**src/rtl/traffic_phase_controller.sv**
```systemverilog
// rtl/traffic_phase_controller.sv - four-approach traffic phase sequencer with walk, pre-emption and flash
// Lamps are registered from the next-state decode so they always match the state register.
module traffic_phase_controller #(
  parameter int GREEN_CYC  = 8,
  parameter int YELLOW_CYC = 3,
  parameter int ALLRED_CYC = 2,
  parameter int PED_CYC    = 6,
  parameter int FLASH_HALF = 4,
  parameter int CNT_W      = 8
) (
  input  logic       clk,
  input  logic       rst,
  input  logic       ped_req,
  input  logic       emerg,
  input  logic       flash_en,
  output logic [2:0] M1,
  output logic [2:0] MT,
  output logic [2:0] M2,
  output logic [2:0] S,
  output logic       walk,
  output logic       ped_pending,
  output logic [3:0] phase
);

  typedef enum logic [3:0] {
    AR = 4'd0, G0 = 4'd1, Y0 = 4'd2, G1 = 4'd3, Y1 = 4'd4, G2 = 4'd5,
    Y2 = 4'd6, WALK = 4'd7, EY = 4'd8, ER = 4'd9, FLASH = 4'd10
  } state_t;

  localparam logic [2:0] RED = 3'b100;
  localparam logic [2:0] YEL = 3'b010;
  localparam logic [2:0] GRN = 3'b001;
  localparam logic [2:0] OFF = 3'b000;

  localparam logic [CNT_W-1:0] GREEN_LAST  = CNT_W'(GREEN_CYC - 1);
  localparam logic [CNT_W-1:0] YELLOW_LAST = CNT_W'(YELLOW_CYC - 1);
  localparam logic [CNT_W-1:0] ALLRED_LAST = CNT_W'(ALLRED_CYC - 1);
  localparam logic [CNT_W-1:0] PED_LAST    = CNT_W'(PED_CYC - 1);
  localparam logic [CNT_W-1:0] FLASH_LAST  = CNT_W'(FLASH_HALF - 1);

  state_t           state, nxt_state, ar_exit;
  logic [CNT_W-1:0] count, nxt_count;
  logic [3:0]       emask, nxt_emask;
  logic             blink, nxt_blink, nxt_ped;
  logic [12:0]      lamps_q;

  function automatic logic [12:0] decode(input state_t s, input logic [3:0] em, input logic bl);
    case (s)
      G0:      decode = {GRN, RED, GRN, RED, 1'b0};
      Y0:      decode = {GRN, RED, YEL, RED, 1'b0};
      G1:      decode = {GRN, GRN, RED, RED, 1'b0};
      Y1:      decode = {YEL, YEL, RED, RED, 1'b0};
      G2:      decode = {RED, RED, RED, GRN, 1'b0};
      Y2:      decode = {RED, RED, RED, YEL, 1'b0};
      WALK:    decode = {RED, RED, RED, RED, 1'b1};
      EY:      decode = {em[3] ? YEL : RED, em[2] ? YEL : RED,
                         em[1] ? YEL : RED, em[0] ? YEL : RED, 1'b0};
      FLASH:   decode = {bl ? YEL : OFF, bl ? YEL : OFF, bl ? YEL : OFF, bl ? YEL : OFF, 1'b0};
      default: decode = {RED, RED, RED, RED, 1'b0};
    endcase
  endfunction

  assign {M1, MT, M2, S, walk} = lamps_q;
  assign phase = state;

  always_comb begin
    ar_exit = flash_en ? FLASH : (ped_pending ? WALK : G0);
  end

  always_comb begin
    nxt_state = state;
    nxt_emask = emask;
    nxt_blink = blink;
    case (state)
      AR:    if (emerg) nxt_state = ER;
             else if (count == ALLRED_LAST) nxt_state = ar_exit;
      G0, G1, G2: begin
        if (emerg) nxt_state = EY;
        else if (count == GREEN_LAST) nxt_state = state_t'(state + 4'd1);
      end
      Y0, Y1, Y2: begin
        if (emerg) nxt_state = EY;
        else if (count == YELLOW_LAST) nxt_state = (state == Y2) ? AR : state_t'(state + 4'd1);
      end
      WALK:  if (emerg) nxt_state = ER;
             else if (count == PED_LAST) nxt_state = G0;
      EY:    if (count == YELLOW_LAST) nxt_state = ER;
      ER:    if (!emerg && count >= ALLRED_LAST) nxt_state = ar_exit;
      FLASH: begin
        if (emerg) nxt_state = ER;
        else if (!flash_en) nxt_state = AR;
        else if (count == FLASH_LAST) nxt_blink = ~blink;
      end
      default: nxt_state = AR;
    endcase

    // Approaches lit green or yellow right now are the ones that get a yellow in EY.
    if (nxt_state == EY && state != EY)
      nxt_emask = {|M1[1:0], |MT[1:0], |M2[1:0], |S[1:0]};
    if (nxt_state == FLASH && state != FLASH)
      nxt_blink = 1'b1;

    if (nxt_state != state)
      nxt_count = '0;
    else if (state == FLASH && count == FLASH_LAST)
      nxt_count = '0;
    else if (state == ER && (&count))
      nxt_count = count;
    else
      nxt_count = count + 1'b1;

    nxt_ped = ped_req | (ped_pending & ~(nxt_state == WALK && state != WALK));
  end

  always_ff @(posedge clk or negedge rst) begin
    if (!rst) begin
      state       <= AR;
      count       <= '0;
      emask       <= '0;
      blink       <= 1'b0;
      ped_pending <= 1'b0;
      lamps_q     <= {RED, RED, RED, RED, 1'b0};
    end else begin
      state       <= nxt_state;
      count       <= nxt_count;
      emask       <= nxt_emask;
      blink       <= nxt_blink;
      ped_pending <= nxt_ped;
      lamps_q     <= decode(nxt_state, nxt_emask, nxt_blink);
    end
  end

endmodule

```
**config.mk**
```make
export PLATFORM = sky130hd
export DESIGN_NAME = traffic_phase_controller
export DESIGN_NICKNAME = d
export VERILOG_FILES = /design/src/rtl/traffic_phase_controller.sv
export SDC_FILE = /design/constraint.sdc
export NUM_CORES = 1
export LEC_CHECK = 0
export BUFFER_PORTS_ARGS = -buffer_cell sky130_fd_sc_hd__buf_4
export CAP_MARGIN = 20
export CELL_PAD_IN_SITES_DETAIL_PLACEMENT = 1
export CELL_PAD_IN_SITES_GLOBAL_PLACEMENT = 1
export CORE_MARGIN = 10
export CORE_UTILIZATION = 40
export CTS_CLUSTER_SIZE = 30
export DETAILED_ROUTE_END_ITERATION = 8
export PLACE_DENSITY_LB_ADDON = 0.1
export SYNTH_ARGS = -nofsm -noshare
export SYNTH_HDL_FRONTEND = slang
export SYNTH_SLANG_ARGS = --single-unit
```
**constraint.sdc**
```tcl
create_clock -name clk -period 2.9 [get_ports clk]
set_input_delay 0.435 -clock clk [delete_from_list [all_inputs] [get_ports clk]]
set_output_delay 0.435 -clock clk [all_outputs]
set_load 0.01 [all_outputs]
```
==> impl_metrics.env, run 1 <==
export IMPL_tritoncts="yes"
export IMPL_cts_buffer_depth=2
export IMPL_antennaDiodeCount=0
export IMPL_rows=27
export IMPL_area_growth_pct=30.6
export IMPL_hpwlAfterDp_um=5340
export IMPL_worstPathRequired_ps=3060
export IMPL_post_drt_wl_per_cell_um=19.1
export IMPL_initial_utilization_pct=41.0
export IMPL_clkSlewWorstSetupHoldPaths_ps=70
export IMPL_yosysTopAreaCell="dfrtp_1"
export IMPL_outcome="complete, no violations"
export IMPL_die_area_um2=9050
export IMPL_synth_warnings=0
export IMPL_cts_inserted_buffers=5
export IMPL_min_delay_path_class="primary input to asynchronous set/reset pin"
export IMPL_drt_first_pass_iters=4
export IMPL_relSlewSlack_pct=72.1
export IMPL_routed_wirelength_um=7130
export IMPL_clock_sinks=31
export IMPL_grt_pass1_wl_um=11200
export IMPL_grt_max_degree=32
export IMPL_drv_slew=0
export IMPL_ys_seq_area_share_pct=34.6
export IMPL_power_leakage_uw=0.00130
export IMPL_syn_nets=266
export IMPL_finalCritPeriodShare_pct=95.9
export IMPL_ctsRootBufferMaster="clkbuf_8"
export IMPL_synth_area_per_cell_um2=8.93
export IMPL_crit_path_end_kind="flop"
export IMPL_power_density_nw_per_um2=1050
export IMPL_synthCells=253
export IMPL_htree_levels=2
export IMPL_drtIter0Drc=115
export IMPL_hold_viol=0
export IMPL_synth_edff_count=0
export IMPL_port_buffers=22
export IMPL_fin_hold_ws_ps=73.8
export IMPL_clock_latency_ps=290
export IMPL_peakVddDrop_v=0.000603
export IMPL_fp_coreArea_um2=5510
export IMPL_drive_above_1_share_pct=35.1
export IMPL_fin_nets=314
export IMPL_yosys_most_used_dff="dfrtp_1"
export IMPL_crit_path_start_kind="flop"
export IMPL_worstSetupPathType="flop to flop"
export IMPL_gp_congestion=0.874
export IMPL_path_max_fanout=6
export IMPL_final_antenna_net_count=0
export IMPL_yosysTopAreaCellShare_pct=29.9
export IMPL_vias_per_cell=5.68
export IMPL_synthArstFlopShare_pct=100
export IMPL_dieWidth_um=95.1
export IMPL_grt_overflow_total=0
export IMPL_synth_cell_type_count=62
export IMPL_max_freq_mhz=359
export IMPL_period_needed_ps=2780
export IMPL_ios=23
export IMPL_fin_skew_ps=9.71
export IMPL_cp_arrival_ps=2950
export IMPL_yosysMostFrequentCell="dfrtp_1"
export IMPL_synthTopCellsByArea="dfrtp_1 (30%), dfstp_2 (4.7%), ha_1 (4.4%)"
export IMPL_grt_pass1_vias=2149
export IMPL_p_total_uw=3110
export IMPL_track_usage_pct=15.6
export IMPL_route_vias_total=2123
export IMPL_die_y_um=95.1
export IMPL_cts_hold_buf=0
export IMPL_ys_ff_latch=31
export IMPL_finalSetupViolations=0
export IMPL_grt_antenna_before_repair=0
export IMPL_drv_cap=0
export IMPL_synthTopCellsByCount="dfrtp_1 (27), nand2_1 (21), nor2_1 (21)"
export IMPL_drc=0
export IMPL_nFillCells=632
export IMPL_syn_area_um2=2260
export IMPL_tightestPinTransition_ps=418
-- stage by stage --
step / instances / area [um^2] / utilization [%] / TNS (ps) / setup slack (ps)
6_report: 374 / 2950 / 53.6 / 0 / 118
2_1_floorplan: 253 / 2260 / - / 0 / 40.0
3_5_place_dp: 361 / 2690 / 48.8 / 0 / 65.4
4_1_cts: 369 / 2810 / 50.9 / 0 / 37.9
5_1_grt: 374 / 2950 / 53.6 / -18.8 / -14.0
3_3_place_gp: 361 / 2690 / 48.8 / 0 / 96.5
-- critical path, cell delays in order, from the launching register on --
cell      delay [ps]
dfrtp_1          380
buf_4            140
ha_1             250
and4bb_2         320
and3_1           200
o211ai_1         160
nand3_1          130
or3b_4           450
nor2b_4          170
nand3_4          130
mux2_4           330
-- flip-flops by register name, summed over array words and instances (netlist names) --
register / flops
count: 8
ped_pending: 1
blink: 1
phase: 4
lamps_q: 13
emask: 4
-- cell type report --
class | instances | area, um^2 | share of cell area, %
timing repair buffer | 55 | 442 | 15.0
inverter | 13 | 48.8 | 1.65
clock buffer | 6 | 82.6 | 2.80
sequential | 31 | 783 | 26.5
tap | 72 | 90.1 | 3.05
multi-input combinational | 195 | 1470 | 49.8
clock inverter | 2 | 35.0 | 1.19
-- cell families (layout without fill, tap and decap cells) --
kind of cell	count (synthesis)	count (layout)	share of synthesized area, %
multiplexers	9	9	4.49
buffers and inverters	27	76	4.87
AND/OR/NAND/NOR	110	110	29.0
flip-flops	31	31	34.6
adder cells (fa/ha/maj)	8	8	4.43
XOR/XNOR	8	8	3.10
AO/OA/AOI/OAI	60	60	19.6
-- cell usage in the layout, fill, tap and decap left out, types with 7 or more instances in the layout --
| master | count |
|---|---|
| nand3_1 | 7 |
| inv_1 | 10 |
| buf_4 | 52 |
| nor3_1 | 9 |
| nand2_1 | 20 |
| a21oi_1 | 15 |
| nor2_1 | 21 |
| and3_1 | 7 |
| dfrtp_1 | 25 |
-- power breakdown --
part,total [uW],switching [uW],internal (uW)
Sequential,664,97.8,566
Clock,448,170,278
Combinational,2000,1080,918
-- metal layers --
metal	track usage (%)	up-vias	part of all wire [%]
met5	0	-	0
met1	20.8	1045	46
met3	3.93	5	6.5
met4	3.62	0	0.80
li1	-	1020	-
met2	24.9	53	46
-- worst paths after layout --
path	from	to	slack [ps]	depth (start not counted)
setup / recovery	count[0]$_DFFE_PN0P_	emask[3]$_DFF_PN0_	120	10
hold / removal	rst	phase[3]$_DFF_PN0_	70	1
setup reg to reg	count[0]$_DFFE_PN0P_	emask[3]$_DFF_PN0_	120	10
hold reg to reg	emask[2]$_DFF_PN0_	emask[2]$_DFF_PN0_	520	2
max in group asynchronous	rst	lamps_q[9]$_DFF_PN1_	2500	1
min in group clk	ped_req	ped_pending$_DFF_PN0_	330	2
-- repair_timing --
item | 4_1_cts | 5_1_grt
endpoints found under the setup margin | 0 | 20
setup buffers | 0 | 5
gates resized for setup | 0 | 27
Power figures use the tool's default switching activity.
==> inputs of run 2 (changes only) <==
--- a/config.mk
+++ b/config.mk
@@ -7,7 +7,7 @@
 export LEC_CHECK = 0
 export BUFFER_PORTS_ARGS = -buffer_cell sky130_fd_sc_hd__buf_4
 export CAP_MARGIN = 20
-export CELL_PAD_IN_SITES_DETAIL_PLACEMENT = 1
+export CELL_PAD_IN_SITES_DETAIL_PLACEMENT = 0
 export CELL_PAD_IN_SITES_GLOBAL_PLACEMENT = 1
 export CORE_MARGIN = 10
 export CORE_UTILIZATION = 40
==> run 2 against run 1 <==
  * Core utilization down 1.7 points
  * Sequential share of layout area is 0.83 points higher
  * Register-to-register slack barely moved
  * Global-route usage down 1.5 points
  * First-iteration DRC count is 65% higher
  * Worst hold slack better by 5.4 ps
==> impl_metrics.env, run 2 (synthesis results as in run 1) <==
export IMPL_hpwlAfterDp_um=4700
export IMPL_top_regs="lamps_q: 13 flops, count: 8 flops"
export IMPL_gp_congestion=0.874
export IMPL_outcome="complete, no violations"
export IMPL_place_area_um2=2690
export IMPL_largest_register_ffs=13
export IMPL_grt_pass1_wl_um=10300
export IMPL_vias_per_cell=5.51
export IMPL_cp_arrival_ps=2970
export IMPL_drc=0
export IMPL_final_antenna_net_count=0
export IMPL_finalCritPeriodShare_pct=95.6
export IMPL_layout_commonest_cell="buf_4"
export IMPL_antennaDiodeCount=0
export IMPL_rows=27
export IMPL_period_needed_ps=2770
export IMPL_utilization_pct=51.9
export IMPL_power_density_nw_per_um2=994
export IMPL_worstPathRequired_ps=3100
export IMPL_ios=23
export IMPL_htree_levels=2
export IMPL_drv_cap=0
export IMPL_p_total_uw=2840
export IMPL_dieWidth_um=95.1
export IMPL_die_area_um2=9050
export IMPL_cts_buffer_depth=2
export IMPL_ctsRootBufferMaster="clkbuf_8"
export IMPL_initial_utilization_pct=41.0
export IMPL_final_cell_mix="buf_4 (51), dfrtp_1 (26), nor2_1 (21), nand2_1 (20), a21oi_1 (17)"
export IMPL_track_usage_pct=14.2
export IMPL_max_freq_mhz=361
export IMPL_largest_register="lamps_q"
export IMPL_crit_path_end_kind="flop"
export IMPL_finalSetupViolations=0
export IMPL_drv_slew=0
export IMPL_clock_latency_ps=270
export IMPL_path_max_fanout=8
export IMPL_fin_nets=312
export IMPL_clock_sinks=31
export IMPL_fin_skew_ps=5.38
export IMPL_tightestPinTransition_ps=574
export IMPL_final_setup_tns_ps=0
export IMPL_hold_viol=0
export IMPL_crit_path_start_kind="flop"
export IMPL_routed_wirelength_um=6330
export IMPL_route_vias_total=2048
export IMPL_worstSetupPathType="flop to flop"
export IMPL_grt_pass1_vias=2051
export IMPL_cts_inserted_buffers=5
export IMPL_area_growth_pct=26.5
export IMPL_power_leakage_uw=0.00128
export IMPL_peakVddDrop_v=0.000538
export IMPL_drive_above_1_share_pct=30.3
export IMPL_fp_coreArea_um2=5510
export IMPL_final_area_um2=2860
export IMPL_port_buffers=22
export IMPL_cts_hold_buf=0
export IMPL_grt_max_degree=32
export IMPL_die_y_um=95.1
export IMPL_grt_overflow_total=0
export IMPL_relSlewSlack_pct=61.7
export IMPL_drt_first_pass_iters=4
export IMPL_grt_antenna_before_repair=0
export IMPL_clkSlewWorstSetupHoldPaths_ps=60
export IMPL_tritoncts="yes"
export IMPL_min_delay_path_class="primary input to asynchronous set/reset pin"
export IMPL_drtIter0Drc=190
export IMPL_post_drt_wl_per_cell_um=17.0
run 2: changes by cell type in the layout (fill, tap and decap cells not counted), moves of 2 or more:
cell / delta
ha_1: +3
a21oi_1: +2
a21oi_2: -2
clkbuf_1: +2
ha_4: -2
inv_1: +2
inv_2: -2
run 2: per-layer routing:
| layer | wire [um] | track usage, % |
|---|---|---|
| met3 | 351 | 3.61 |
| met4 | 92 | 3.37 |
| met5 | 0 | 0 |
| met2 | 2750 | 21.0 |
| met1 | 3140 | 20.0 |
run 2: worst paths after layout:
kind                                    start                     to  slack (ps)  depth (start not counted)
max reg2reg                phase[0]$_DFF_PN0_   count[7]$_DFFE_PN0P_         130                         11
max                        phase[0]$_DFF_PN0_   count[7]$_DFFE_PN0P_         130                         11
min reg2reg                emask[1]$_DFF_PN0_     emask[1]$_DFF_PN0_         520                          1
min                                       rst     emask[3]$_DFF_PN0_          80                          1
max in group asynchronous                 rst   lamps_q[9]$_DFF_PN1_        2490                          1
min in group clk                      ped_req  ped_pending$_DFF_PN0_         340                          2
run 2: per-stage QoR:
step | setup WS, ps | instances | hold WS (ps)
detailed placement | 100 | 361 | 388
finish | 129 | 372 | 79.1
floorplan | 40.0 | 253 | 139
global route | -23.1 | 372 | 107
global placement | 96.5 | 361 | 386
CTS | 70.9 | 369 | 89.1
run 2: layout make-up:
type                            instances  area (um^2)
Clock buffer                            7         76.3
Clock inverter                          1         5.00
Fill cell                             519         2650
Inverter                               13         48.8
Multi-Input combinational cell        195         1430
Sequential cell                        31          782
Tap cell                               72         90.1
Timing Repair Buffer                   53          423
run 2: report_power, final:
| part | internal (uW) | total, uW | switching (uW) |
|---|---|---|---|
| combinational | 853 | 1860 | 1000 |
| sequential | 565 | 663 | 98.2 |
| clock | 168 | 318 | 150 |
| total | 1590 | 2840 | 1250 |
run 2: repair_timing:
item                                    4_1_cts  5_1_grt
endpoints found under the hold margin         0        0
endpoints found under the setup margin        0       18
resized for setup                             0       13
setup buffers                                 0        3
run 2: worst max-delay path: stages, from the launching register on:
cell and delay, ps:
dfrtp_2 420, inv_1 110, ha_1 280, nand3b_1 180, a21oi_1 310, a32oi_2 210, o221a_4 360, xnor2_1 140
a311oi_1 210, nand4_1 190, buf_12 180, a21oi_1 100
